===== config.mk =====
export PLATFORM = sky130hd
export DESIGN_NAME = dcf77_encoder_flat
export DESIGN_NICKNAME = d
export VERILOG_FILES = /design/src/rtl/dcf77_encoder_if.sv /design/src/rtl/dcf77_encoder.sv /design/src/flat_wrapper.sv
export SDC_FILE = /design/constraint.sdc
export NUM_CORES = 1
export LEC_CHECK = 0
export BUFFER_PORTS_ARGS = -buffer_cell sky130_fd_sc_hd__buf_2
export CAP_MARGIN = 20
export CORE_MARGIN = 1.5
export CORE_UTILIZATION = 50
export DETAILED_ROUTE_END_ITERATION = 10
export PLACE_DENSITY = 0.71
export SLEW_MARGIN = 5
export SYNTH_ARGS = -nofsm -noshare
export SYNTH_HDL_FRONTEND = slang
export SYNTH_SLANG_ARGS = --single-unit

===== constraint.sdc =====
create_clock -name clk -period 4.1 [get_ports clk]
set_input_delay 0.205 -clock clk [delete_from_list [all_inputs] [get_ports clk]]
set_output_delay 0.205 -clock clk [all_outputs]
set_load 0.05 [all_outputs]

===== src/rtl/dcf77_encoder_if.sv =====
// Frame hand-off channel into the DCF77 encoder: a 59-bit minute frame
// in receiver data_hold layout with a valid/ready handshake.
interface dcf77_encoder_if;
    logic [58:0] frame;
    logic        frame_valid;
    logic        frame_ready;

    modport master (
        output frame,
        output frame_valid,
        input  frame_ready
    );

    modport slave (
        input  frame,
        input  frame_valid,
        output frame_ready
    );
endinterface


===== src/rtl/dcf77_encoder.sv =====
// DCF77 transmit-side encoder: turns a double-buffered 59-bit frame into a
// demodulated pulse train, one bit per second, bit 0 first, second 59 blank.
module dcf77_encoder #(
    parameter int CLK_HZ    = 24_000_000,
    parameter int T_ZERO_MS = 100,
    parameter int T_ONE_MS  = 200
) (
    input  logic                  clk,
    input  logic                  rst,
    dcf77_encoder_if.slave        s_frame,
    output logic                  o_tx,
    output logic                  o_busy,
    output logic [5:0]            o_sec,
    output logic                  o_sec_tick,
    output logic                  o_min_start,
    output logic                  o_underrun
);

    localparam int               DIV      = CLK_HZ / 1000;
    localparam int               DIV_W    = (DIV > 1) ? $clog2(DIV) : 1;
    localparam logic [DIV_W-1:0] DIV_LAST = DIV_W'(DIV - 1);
    localparam logic [9:0]       MS_LAST  = 10'd999;
    localparam logic [5:0]       SEC_LAST = 6'd59;
    localparam logic [9:0]       W_ZERO   = 10'(T_ZERO_MS);
    localparam logic [9:0]       W_ONE    = 10'(T_ONE_MS);

    typedef enum logic {
        ST_IDLE,
        ST_RUN
    } state_t;

    state_t             r_state;
    state_t             w_state_next;
    logic               w_start;

    logic [DIV_W-1:0]   r_div;
    logic [9:0]         r_ms;
    logic [5:0]         r_sec;
    logic [58:0]        r_act;
    logic [58:0]        r_hold;
    logic               r_hold_full;
    logic               r_sec_tick;
    logic               r_min_start;
    logic               r_underrun;

    logic               w_run;
    logic               w_accept;
    logic               w_ms_strobe;
    logic               w_sec_wrap;
    logic               w_boundary;
    logic               w_bit;
    logic [9:0]         w_width;
    logic               w_tx;

    assign w_run       = (r_state == ST_RUN);
    assign w_accept    = s_frame.frame_valid && !r_hold_full;
    assign w_ms_strobe = w_run && (r_div == DIV_LAST);
    assign w_sec_wrap  = w_ms_strobe && (r_ms == MS_LAST);
    assign w_boundary  = w_sec_wrap && (r_sec == SEC_LAST);

    // Second 59 carries no bit, so the act index is only consulted below it.
    assign w_bit   = (r_sec != SEC_LAST) ? r_act[r_sec] : 1'b0;
    assign w_width = w_bit ? W_ONE : W_ZERO;
    assign w_tx    = w_run && (r_sec != SEC_LAST) && (r_ms < w_width);

    always_ff @(posedge clk) begin
        if (rst) begin
            r_state <= ST_IDLE;
        end else begin
            r_state <= w_state_next;
        end
    end

    always_comb begin
        w_state_next = r_state;
        w_start      = 1'b0;
        case (r_state)
            ST_IDLE: begin
                if (w_accept) begin
                    w_state_next = ST_RUN;
                    w_start      = 1'b1;
                end
            end
            ST_RUN: begin
                w_state_next = ST_RUN;
            end
            default: begin
                w_state_next = ST_IDLE;
            end
        endcase
    end

    always_ff @(posedge clk) begin
        if (rst) begin
            r_div       <= '0;
            r_ms        <= '0;
            r_sec       <= '0;
            r_sec_tick  <= 1'b0;
            r_min_start <= 1'b0;
        end else begin
            r_sec_tick  <= 1'b0;
            r_min_start <= 1'b0;
            if (w_start) begin
                r_div       <= '0;
                r_ms        <= '0;
                r_sec       <= '0;
                r_sec_tick  <= 1'b1;
                r_min_start <= 1'b1;
            end else if (w_run) begin
                r_div <= w_ms_strobe ? '0 : r_div + 1'b1;
                if (w_ms_strobe) begin
                    r_ms <= (r_ms == MS_LAST) ? 10'd0 : r_ms + 10'd1;
                end
                if (w_sec_wrap) begin
                    r_sec      <= (r_sec == SEC_LAST) ? 6'd0 : r_sec + 6'd1;
                    r_sec_tick <= 1'b1;
                end
                if (w_boundary) begin
                    r_min_start <= 1'b1;
                end
            end
        end
    end

    // A frame offered on the minute edge with hold empty bypasses hold entirely.
    always_ff @(posedge clk) begin
        if (rst) begin
            r_act       <= '0;
            r_hold      <= '0;
            r_hold_full <= 1'b0;
            r_underrun  <= 1'b0;
        end else begin
            r_underrun <= 1'b0;
            if (w_start) begin
                r_act <= s_frame.frame;
            end else if (w_run) begin
                if (w_boundary) begin
                    if (r_hold_full) begin
                        r_act       <= r_hold;
                        r_hold_full <= 1'b0;
                    end else if (w_accept) begin
                        r_act <= s_frame.frame;
                    end else begin
                        r_underrun <= 1'b1;
                    end
                end else if (w_accept) begin
                    r_hold      <= s_frame.frame;
                    r_hold_full <= 1'b1;
                end
            end
        end
    end

    assign s_frame.frame_ready = !r_hold_full;
    assign o_tx                = w_tx;
    assign o_busy              = w_run;
    assign o_sec               = r_sec;
    assign o_sec_tick          = r_sec_tick;
    assign o_min_start         = r_min_start;
    assign o_underrun          = r_underrun;

endmodule

===== src/flat_wrapper.sv =====
// flat-port wrapper written by rule: the top's interface ports become plain ports
module dcf77_encoder_flat 
#(
    parameter int CLK_HZ    = 24_000_000,
    parameter int T_ZERO_MS = 100,
    parameter int T_ONE_MS  = 200
)
  (clk, rst, o_tx, o_busy, o_sec, o_sec_tick, o_min_start, o_underrun, s_frame_frame, s_frame_frame_valid, s_frame_frame_ready);
  dcf77_encoder_if s_frame_i ();
  input  logic clk;
  input  logic rst;
  output logic o_tx;
  output logic o_busy;
  output logic [5:0] o_sec;
  output logic o_sec_tick;
  output logic o_min_start;
  output logic o_underrun;
  input wire logic [$bits(s_frame_i.frame)-1:0] s_frame_frame;
  input wire logic [$bits(s_frame_i.frame_valid)-1:0] s_frame_frame_valid;
  output wire logic [$bits(s_frame_i.frame_ready)-1:0] s_frame_frame_ready;
  assign s_frame_i.frame = s_frame_frame;
  assign s_frame_i.frame_valid = s_frame_frame_valid;
  assign s_frame_frame_ready = s_frame_i.frame_ready;
  dcf77_encoder #(.CLK_HZ(CLK_HZ), .T_ZERO_MS(T_ZERO_MS), .T_ONE_MS(T_ONE_MS)) u_core (.clk(clk), .rst(rst), .s_frame(s_frame_i), .o_tx(o_tx), .o_busy(o_busy), .o_sec(o_sec), .o_sec_tick(o_sec_tick), .o_min_start(o_min_start), .o_underrun(o_underrun));
endmodule

# Word-level counts from Yosys, hierarchy flattened
# Cells that the tools add are included.
[totals]
regBits = 154
latch_bits = 0
ramBits = 0
rom_bits = 0
inputBits = 62
output_inout_bits = 12
elab_cells = 64
memories = 0
[op_classes]
add_sub_neg = 3
n_mul = 0
div = 0
n_lt_le_gt_ge = 2
eq_ne = 4
shifts = 0
n_mux = 24
bitwise = 3
n_reduce_logical = 18
[op_table]
columns = ["op", "n"]
rows = [
  ["$mux W59", 5],
  ["$add A15 B1 Y15 const B", 1],
  ["$eq A15 B15 Y1 const B", 1],
  ["$mux W15", 1],
  ["$mux W1", 13],
  ["$add A10 B1 Y10 const B", 1],
  ["$eq A10 B10 Y1 const B", 1],
  ["$lt A10 B10 Y1", 1],
  ["$mux W10", 1],
  ["$mux W8", 1],
  ["$lt A6 B7 Y1 const B", 1],
  ["$add A6 B1 Y6 const B", 1],
  ["$bmux W1 S6", 1],
  ["$eq A6 B6 Y1 const B", 1],
  ["$logic_and A1 B1 Y1", 6],
  ["$mux W6", 1],
  ["$ne A6 B6 Y1 const B", 1],
  ["$reduce_and A3 Y1", 2],
  ["$reduce_bool A2 Y1", 3],
  ["$reduce_or A5 Y1", 1],
  ["$reduce_and A2 Y1", 2],
  ["$reduce_and A4 Y1", 1],
  ["$not A1 Y1", 3],
  ["$reduce_bool A3 Y1", 1],
  ["3 further kinds", 3],
]

# Longest topological paths before layout
# Gate-level depths: netlist (run 1).
[logic_depth]
depth_word = 7
depth_mapped = 13
ltp_nobuf = 10

# Worst setup path before layout (run 1)
# OpenSTA, ideal clock, no wires.
[synth_timing]
path_type = "register to output"
start = "register u_core.r_sec[0] (netlist: u_core.o_sec[0])"
end = "output port o_tx"
t_arrival_ps = 4019
t_required_ps = 3895
slack_ps = -124
stages_incl_launch_ff = 11
path_buffers = 1
cell_sequence = "dfxtp_1 clkbuf_1 mux4_2 nor2b_1 a2111oi_0 nor4_1 or2_1 ha_1 nor4_1 nand2_1 o31ai_1"
[synth_via]
elab_chain_len = 6
word_cells_on_any_way = 8
cone_classes = "order compare: 1; eq/ne: 1; mux: 4; reduce/logical: 2"
[synth_rtl]
columns = ["item", "line", "source"]
rows = [
  ["start, declared", "dcf77_encoder.sv:38", "logic [5:0] r_sec;"],
  ["start signal, assigned", "dcf77_encoder.sv:115", "r_sec <= (r_sec == SEC_LAST) ? 6'd0 : r_sec + 6'd1;"],
  ["$bmux W1 S6", "dcf77_encoder.sv:62", "assign w_bit = (r_sec != SEC_LAST) ? r_act[r_sec] : 1'b0;"],
  ["$mux W1 (not written as such)", "dcf77_encoder.sv:62", ""],
  ["$mux W1", "dcf77_encoder.sv:62", ""],
  ["$mux W8", "dcf77_encoder.sv:63", "assign w_width = w_bit ? W_ONE : W_ZERO;"],
  ["$lt A10 B10 Y1", "dcf77_encoder.sv:64", "assign w_tx = w_run && (r_sec != SEC_LAST) && (r_ms < w_width);"],
  ["$logic_and A1 B1 Y1 (*)", "dcf77_encoder.sv:64", ""],
  ["end, declared", "flat_wrapper.sv:12", "output logic o_tx;"],
]
# Mark *: on every way between the ends. The rest lies on a longest branch, timed or not. The select of a mux whose other input is x is not followed.

# Worst setup path in the final report (run 1)
[layout_timing]
start = "register u_core.r_sec[1] (netlist: u_core.o_sec[1])"
end = "output port o_tx"
# The elaborated chain is that of the path after synthesis.

==> results.cfg, run 1 <==
[status]
status = completed

[setup_path]
critPathLaunchType = flip-flop
path_class = reg2out
critPathSlowestCell = mux4_2
cp.required_ns = 3.89
max_stage_delay_ns = 0.51
crit_chain = buf_4 -> mux4_2 -> nand2b_1 -> nand4b_1 -> nand4_1 -> nor2_1 -> ha_1 -> or3_1 -> a21oi_1 -> o21ai_0 -> o31ai_2 -> buf_2
cp.arrival_ns = 3.59
reg2regPathDepth = 7
reg2reg_from = u_core.o_busy
crit_buf_inv = 2
endpoint_kind = primary output
timing.rr.end = u_core.r_act[6]
crit_family = simple AND/OR/NAND/NOR gates
crit_path_max_fanout = 15
r2r_slack_ns = 1.10

[logic_synthesis]
synth_area_leader_cell = dfxtp_1
syn-num-nets = 946
ys.flop_type = dfxtp_1
syn_avg_cell_area_um2 = 8.881
yosysSeqAreaShare = 0.3954
synth_warnings = 0
synth_area_mm2 = 0.007797
synth_seq_cells = 154
synthTopCellsByCount = dfxtp_1 (154), nand2b_1 (123), o22ai_1 (119), nor2_1 (95), mux2i_1 (77)
synth_top_area_frac = 0.3954
async_flop_share = 0
synth_area_leaders = dfxtp_1 (40%), mux2i_1 (9.9%), nand2b_1 (9.9%), o22ai_1 (9.5%), a22o_1 (6.6%)
ys_types = 45
synthCells = 878
yosysMostFrequentCell = dfxtp_1
synth_edf_count = 0

[clock_network]
cts_setup_buffers = 0
numCtsBuffers = 17
clk_path_buf_depth = 2
cts-root-buf = clkbuf_16
cts.htree.levels = 4
cts.clk_slew.worst_paths_ns = 0.06
cts.sinks = 154
insertion_delay_ns = 0.42
cts_tree = built

[finish]
fillers = 1386
area_delta_synth_final_pct = 13.48
antenna_cells = 0
final_cell_area_mm2 = 0.008848
fin_cells = 1107
nets = 976
drive_gt1_frac = 0.1447

[detailed_routing]
drtPass1Iterations = 5
dr_wl_met2_um = 8030
first_iter_violations = 572
met1_length_um = 8870
dr_total_vias = 6439
drc = 0
avgRoutedWirePerCell_um = 16.10
top_layer_used = met4
vias_per_cell = 5.817
wl_met3_um = 698
drtAntennaViolNets = 0
wl_um = 17820

[floorplanning]
ios = 74
initial_core_util = 0.5129
die_area_mm2 = 0.01635
core_area_mm2 = 0.01520
die_h_um = 127.9
fp.dieW_um = 127.9
row_count = 45

[hold_path]
whs_path_depth = 2
hp-class = in2reg
worstHoldStart = s_frame_frame_valid
hold_end = u_core.o_underrun

[global_routing]
grt-ovfl-total = 0
antenna_found_initial = 0
first_global_vias = 5880
grt_pass1_wl_um = 29630
grt_usage = 0.2232
grt_start_max_net_pins = 130

[power_and_ir_drop]
p_int_mw = 2.883
cellLeakagePower_nw = 3.287
pwr-share-comb = 0.125
switchingPower_mw = 0.9139
finalPower_mw = 3.797
powerDensity_mw_per_mm2 = 429.1
power.share.clock = 0.435
p_seq_frac = 0.440
swShare = 0.2407
peakVddDrop_uv = 321.3

[job]
drv_cap = 0

[timing]
tightest_slew_ns = 1.073
finalHoldViolCount = 0
setup_violations = 0
finalCritPeriodShare = 0.9253
worst_hold_slack_ns = 0.02914
min_period_ns = 3.794
max_freq_mhz = 263.6
slew_viol_final = 0
slew_headroom = 0.2848
rsz0062_at_grt = no
skew_ns = 0.01003
finalSetupTns_ns = 0

[placed_design]
dp.cells = 1077
hpwl_um = 11500
placed_cell_area_mm2 = 0.008223
io_buffers = 73
place_congestion = 0.8676
-- power groups by stage --
stage / combinational (mW) / clock [mW] / sequential, mW
CTS: 0.476 / 1.68 / 1.67
global placement: 0.461 / 0 / 1.70
detailed placement: 0.472 / 0 / 1.70
finish: 0.473 / 1.65 / 1.67
floorplan: 0.360 / 0 / 1.68
global route: 0.523 / 1.74 / 1.68
-- registers in the layout, summed over array words and instances (netlist names) --
name,count
u_core.r_div,15
u_core.r_hold_full,1
u_core.r_act,59
u_core.o_underrun,1
u_core.o_min_start,1
u_core.o_sec_tick,1
u_core.o_busy,1
u_core.r_hold,59
u_core.o_sec,6
u_core.r_ms,10
-- layer usage --
metal / global-route usage / vias to the layer above
met5: 0 / -
met4: 0.07270 / 0
met2: 0.3466 / 129
li1: - / 3268
met3: 0.04549 / 18
met1: 0.3114 / 3024
-- stage by stage --
step	worst slack (ns)	utilization
3_3_place_gp	0.5864	0.5409
5_1_grt	0.09889	0.5821
2_1_floorplan	0.2824	-
4_1_cts	0.09633	0.5819
3_5_place_dp	0.4566	0.5409
6_report	0.3063	0.5821
-- worst max path at each step --
stage / from / endpoint / cells after the start
CTS: u_core.o_sec[1] / o_tx / 12
detailed placement: u_core.o_sec[1] / o_tx / 12
global route: u_core.o_sec[1] / o_tx / 12
global placement: u_core.o_sec[1] / o_tx / 12
floorplan: u_core.o_sec[0] / o_tx / 10
finish: u_core.o_sec[1] / o_tx / 12
-- placed cells by master (no fill, tap or decap), types with 16 or more instances in the layout --
cell type	netlist	final
clkbuf_16	0	17
nand3_1	16	16
dfxtp_1	154	152
nand2_1	23	21
nor2_1	95	95
a22o_1	59	59
mux2i_1	77	77
o22ai_1	119	119
buf_2	10	72
nand2b_1	123	122
-- repair_timing --
item / 4_1_cts / 5_1_grt
gates resized for setup: 1 / 2
hold buffers: 0 / 0
hold endpoints to repair: 0 / 0
endpoints found under the setup margin: 1 / 1
-- worst reg2reg max path: stages (launching register included) --
cell and delay (ns):
dfxtp_1 0.62, nand4_1 0.34, or3_1 0.54, nor4_4 0.23, buf_4 0.37, buf_4 0.41, o22ai_1 0.16, a22o_1 0.23
-- logic make-up (layout without fill, tap and decap cells) --
| logic type | Yosys count | count (layout) | synth area share |
|---|---|---|---|
| DFF | 154 | 154 | 0.3954 |
| xor gates and xnor gates | 22 | 22 | 0.02471 |
| buffers and inverters | 81 | 122 | 0.04156 |
| muxes | 84 | 84 | 0.1176 |
| adders and majority gates | 6 | 6 | 0.009627 |
| AOI/OAI and AO/OA | 210 | 210 | 0.1869 |
| and+or+nand+nor | 321 | 321 | 0.2242 |
-- layout make-up --
| type | instances | area (um2) | share of cell area |
|---|---|---|---|
| Clock buffer | 22 | 474.2 | 0.05359 |
| Tap cell | 188 | 235.2 | 0.02658 |
| Inverter | 5 | 18.77 | 0.002121 |
| Sequential cell | 154 | 3085 | 0.3487 |
| Multi-Input combinational cell | 643 | 4415 | 0.4990 |
| Clock inverter | 8 | 142.6 | 0.01612 |
| Timing Repair Buffer | 87 | 476.7 | 0.05387 |
Note: power is estimated with default switching activity, not from simulation.
==> inputs of run 2 (changes only) <==
--- a/config.mk
+++ b/config.mk
@@ -10,7 +10,8 @@
 export CORE_MARGIN = 1.5
 export CORE_UTILIZATION = 50
 export DETAILED_ROUTE_END_ITERATION = 10
-export PLACE_DENSITY = 0.71
+export PLACE_DENSITY = 0.69
+export REMOVE_ABC_BUFFERS = 1
 export SLEW_MARGIN = 5
 export SYNTH_ARGS = -nofsm -noshare
 export SYNTH_HDL_FRONTEND = slang
==> run 2 against run 1 <==
Clock skew about the same. Core utilization down 0.44 points. Worst hold slack better by 0.0081 ns. Non-clock buffer count down 1. Total power down 4.7%. Critical path type unchanged. Largest cell class unchanged.
==> results.cfg, run 2 (synthesized netlist as in run 1, its figures left out) <==
[finish]
final_cell_mix = dfxtp_1 (153), nand2b_1 (122), o22ai_1 (119)
drive_gt1_frac = 0.1446
area_delta_synth_final_pct = 12.61
nets = 975
postLayoutCoreUtil = 0.5776
top_regs = u_core.r_act (59), u_core.r_hold (59), u_core.r_div (15)
fin_cells = 1108
antenna_cells = 0
final_common_cell = dfxtp_1

[detailed_routing]
wl_met3_um = 694
drtPass1Iterations = 5
top_layer_used = met4
first_iter_violations = 370
dr_total_vias = 6471
avgRoutedWirePerCell_um = 16.06
vias_per_cell = 5.840
drc = 0
dr_wl_met2_um = 7990
wl_um = 17800
met1_length_um = 8854
drtAntennaViolNets = 0

[global_routing]
grt_start_max_net_pins = 117
first_global_vias = 5994
antenna_found_initial = 0
grt_pass1_wl_um = 29810
grt-ovfl-total = 0
grt_usage = 0.2253

[timing]
rsz0062_at_grt = no
max_freq_mhz = 267.0
slew_headroom = 0.4437
setup_violations = 0
slew_viol_final = 0
min_period_ns = 3.745
skew_ns = 0.01042
worst_hold_slack_ns = 0.03724
finalCritPeriodShare = 0.9135
finalHoldViolCount = 0
setup_ws_ns = 0.3548
finalSetupTns_ns = 0
tightest_slew_ns = 0.8318

[clock_network]
cts_setup_buffers = 0
cts.htree.levels = 4
ctsHoldBuffers = 0
numCtsBuffers = 17
insertion_delay_ns = 0.43
cts.sinks = 154
cts-root-buf = clkbuf_16
clk_path_buf_depth = 2
cts_tree = built
cts_resized = 0
cts.clk_slew.worst_paths_ns = 0.06

[placed_design]
dp.cells = 1076
dp_slack_ns = 0.5449
place_congestion = 0.8482
io_buffers = 73
hpwl_um = 11450

[floorplanning]
initial_core_util = 0.5129
die_h_um = 127.9
ios = 74
die_area_mm2 = 0.01635
row_count = 45
fp.dieW_um = 127.9
core_area_mm2 = 0.01520

[power_and_ir_drop]
powerDensity_mw_per_mm2 = 412.1
peakVddDrop_uv = 366.7
cellLeakagePower_nw = 3.245

[setup_path]
crit_buf_inv = 1
endpoint_kind = primary output
critPathLaunchType = flip-flop
crit_path_max_fanout = 12
cp.arrival_ns = 3.54
cp.required_ns = 3.89
critPathSlowestCell = mux4_2
path_class = reg2out
max_stage_delay_ns = 0.54
crit_family = multiplexers
crit_chain = mux4_2 -> mux2_2 -> a221oi_1 -> nor4_1 -> nor2_1 -> ha_1 -> or3_1 -> a21oi_1 -> o21ai_0 -> o31ai_1 -> clkbuf_4

[hold_path]
hp-class = in2reg

[job]
drv_cap = 0

[status]
status = completed
[run 2: routing by layer]
layer,vias up,global-route usage
met5,-,0
met4,0,0.06477
met3,22,0.05092
met2,104,0.3523
met1,3072,0.3125
li1,3273,-
[run 2: path summary, 6_finish.rpt]
kind | start | to | slack, ns | cells after the start
worst max register to register | u_core.o_busy | u_core.r_act[37] | 1.13 | 6
worst min register to register | u_core.r_ms[1] | u_core.r_ms[1] | 0.47 | 2
worst min-delay path | s_frame_frame_valid | u_core.o_underrun | 0.04 | 2
worst max-delay path | u_core.o_sec[0] | o_tx | 0.35 | 11
[run 2: layout make-up]
| cell class | instances | area (um2) |
|---|---|---|
| Clock buffer | 17 | 425.4 |
| Clock inverter | 15 | 128.9 |
| Fill cell | 1366 | 6421 |
| Inverter | 5 | 18.77 |
| Multi-Input combinational cell | 643 | 4404 |
| Sequential cell | 154 | 3084 |
| Tap cell | 188 | 235.2 |
| Timing Repair Buffer | 86 | 484.2 |
[run 2: worst register-to-register path: stages (launching register included)]
cell and delay [ns]:
dfxtp_1 0.62, nand4_1 0.33, or3_1 0.54, nor4_4 0.33
buf_4 0.60, o22ai_1 0.23, a22o_1 0.22
[run 2: where the power goes]
part / internal (mW) / switching, mW / total [mW]
Combinational: 0.222 / 0.252 / 0.474
Sequential: 1.60 / 0.0632 / 1.67
Clock: 0.832 / 0.646 / 1.48
Total: 2.66 / 0.961 / 3.62
[run 2: stage by stage]
step	area (um2)	total power, mW
finish	8781	3.619
global route	8781	3.770
CTS	8777	3.642
detailed placement	8223	2.170
global placement	8223	2.163
floorplan	7492	2.014
==> inputs of run 3 (changes only) <==
--- a/config.mk
+++ b/config.mk
@@ -5,10 +5,12 @@
 export SDC_FILE = /design/constraint.sdc
 export NUM_CORES = 1
 export LEC_CHECK = 0
+export ABC_AREA = 0
 export BUFFER_PORTS_ARGS = -buffer_cell sky130_fd_sc_hd__buf_2
 export CAP_MARGIN = 20
 export CORE_MARGIN = 1.5
 export CORE_UTILIZATION = 50
+export CTS_CLUSTER_SIZE = 20
 export DETAILED_ROUTE_END_ITERATION = 10
 export PLACE_DENSITY = 0.69
 export REMOVE_ABC_BUFFERS = 1
==> constraint.sdc (replaced) <==
create_clock -name clk -period 4.6 [get_ports clk]
set_input_delay 0.23 -clock clk [delete_from_list [all_inputs] [get_ports clk]]
set_output_delay 0.23 -clock clk [all_outputs]
set_load 0.05 [all_outputs]
==> run 3 against run 2 <==
Sequential cell count stayed put. Die area stayed put. Core utilization is 0.36 points higher. Combinational power is 11% lower. Routed wire length is 0.30% lower. Global-route usage is 0.068 points higher. Clock power is 3% higher. Count of clock-buffer cells in the layout is 4 higher. Critical endpoint unchanged. Non-clock buffer count is 3 lower.
==> results.cfg, run 3 (synthesized netlist as in run 1, its figures left out) <==
[power_and_ir_drop]
p_seq_frac = 0.434
cellLeakagePower_nw = 3.272
p_int_mw = 2.589
pwr-share-comb = 0.123
powerDensity_mw_per_mm2 = 388.3
swShare = 0.2453
peakVddDrop_uv = 287.0
power.share.clock = 0.444
switchingPower_mw = 0.8416

[global_routing]
grt_usage = 0.2260
grt_start_max_net_pins = 126
grt_pass1_wl_um = 29880
antenna_found_initial = 0
first_global_vias = 5945
grt-ovfl-total = 0

[setup_path]
cp-startpoint = u_core.o_sec[1]
cp.arrival_ns = 3.92
r2r_slack_ns = 1.45
crit_path_max_fanout = 18
timing.rr.end = u_core.r_act[33]
cp.required_ns = 4.37
path_class = reg2out
critPathLaunchType = flip-flop
endpoint = o_tx
reg2regPathDepth = 7
reg2reg_from = u_core.o_sec[1]
endpoint_kind = primary output

[timing]
min_period_ns = 4.150
skew_ns = 0.006648
rsz0062_at_grt = no
setup_violations = 0
max_freq_mhz = 241.0
slew_headroom = 0.3291
tightest_slew_ns = 1.006
finalHoldViolCount = 0
slew_viol_final = 0
setup_ws_ns = 0.4504
finalCritPeriodShare = 0.9021

[floorplanning]
ios = 74
fp.dieW_um = 127.9
core_area_mm2 = 0.01520
row_count = 45
die_area_mm2 = 0.01635
initial_core_util = 0.5129
die_h_um = 127.9

[status]
status = completed

[placed_design]
io_buffers = 73
place_congestion = 0.8436
dp.cells = 1073
dp_slack_ns = 0.7236
hpwl_um = 11220
placed_cell_area_mm2 = 0.008188

[finish]
fillers = 1360
final_cell_area_mm2 = 0.008836
seq_area_mm2 = 0.003084
top_regs = u_core.r_act (59), u_core.r_hold (59), u_core.r_div (15)
area_delta_synth_final_pct = 13.32
antenna_cells = 0
fin_cells = 1105
final_common_cell = dfxtp_1
nets = 972
final_cell_mix = dfxtp_1 (153), nand2b_1 (122), o22ai_1 (119)
multi_input_area_mm2 = 0.004404
drive_gt1_frac = 0.1418

[detailed_routing]
vias_per_cell = 5.868
wl_um = 17740
drc = 0
drtPass1Iterations = 4
first_iter_violations = 467
drtAntennaViolNets = 0
avgRoutedWirePerCell_um = 16.06
dr_total_vias = 6484

[clock_network]
insertion_delay_ns = 0.43
clk_path_buf_depth = 2
cts_tree = built
cts.clk_slew.worst_paths_ns = 0.06
cts-root-buf = clkbuf_16
cts.htree.levels = 4
cts.sinks = 154
numCtsBuffers = 17

[hold_path]
worstHoldStart = s_frame_frame_valid
hp-class = in2reg

[job]
drv_cap = 0
## run 3: cell type report
type,count,area share
flip-flops and latches,154,0.3491
clock inverters,11,0.01883
inverters,5,0.002124
well taps,188,0.02662
multi-input cells,643,0.4984
clock buffers,21,0.05438
repair buffers,83,0.05055
## run 3: worst max-delay path, stage by stage (launching register included)
cell	delay, ns
dfxtp_1	0.89
mux4_2	0.40
nor2b_1	0.14
a2111oi_0	0.49
nor4_1	0.16
nor2_1	0.19
ha_1	0.25
or3_1	0.30
a21oi_1	0.14
o21ai_0	0.08
o31ai_1	0.12
buf_2	0.33
## run 3: power groups by stage
stage | logic (mW) | clock network, mW | registers [mW]
floorplan | 0.295 | 0 | 1.50
global placement | 0.412 | 0 | 1.52
detailed placement | 0.419 | 0 | 1.51
CTS | 0.423 | 1.54 | 1.49
global route | 0.467 | 1.60 | 1.50
finish | 0.420 | 1.52 | 1.49
## run 3: layer usage
layer	part of all wire	track usage	vias up
li1	-	-	3267
met1	0.50	0.3183	3070
met2	0.45	0.3463	129
met3	0.040	0.04508	18
met4	0.014	0.07733	0
met5	0	0	-
## run 3: stage by stage
stage	total power, mW	setup TNS, ns	hold slack (ns)	utilization
final	3.431	0	0.05117	0.5812
after global routing	3.567	0	0.05374	0.5812
after CTS	3.455	0	0.02978	0.5812
after detailed placement	1.934	0	0.4567	0.5386
after global placement	1.930	0	0.4590	0.5386
after floorplan	1.795	-67.65	0.2991	-
## run 3: timing repair
| item | in CTS | in global routing |
|---|---|---|
| buffers inserted | 0 | 0 |
| hold buffers | 0 | 0 |
| endpoints found under the setup margin | 0 | 1 |
| gates resized for setup | 0 | 1 |
## run 3: worst min path at each step
stage	end	slack (ns)	cells after the start
final	u_core.o_underrun	0.05	2
after global routing	u_core.o_underrun	0.05	2
after CTS	u_core.o_underrun	0.03	2
after detailed placement	u_core.r_act[39]	0.46	1
after global placement	u_core.r_act[6]	0.46	1
after floorplan	u_core.o_busy	0.30	1
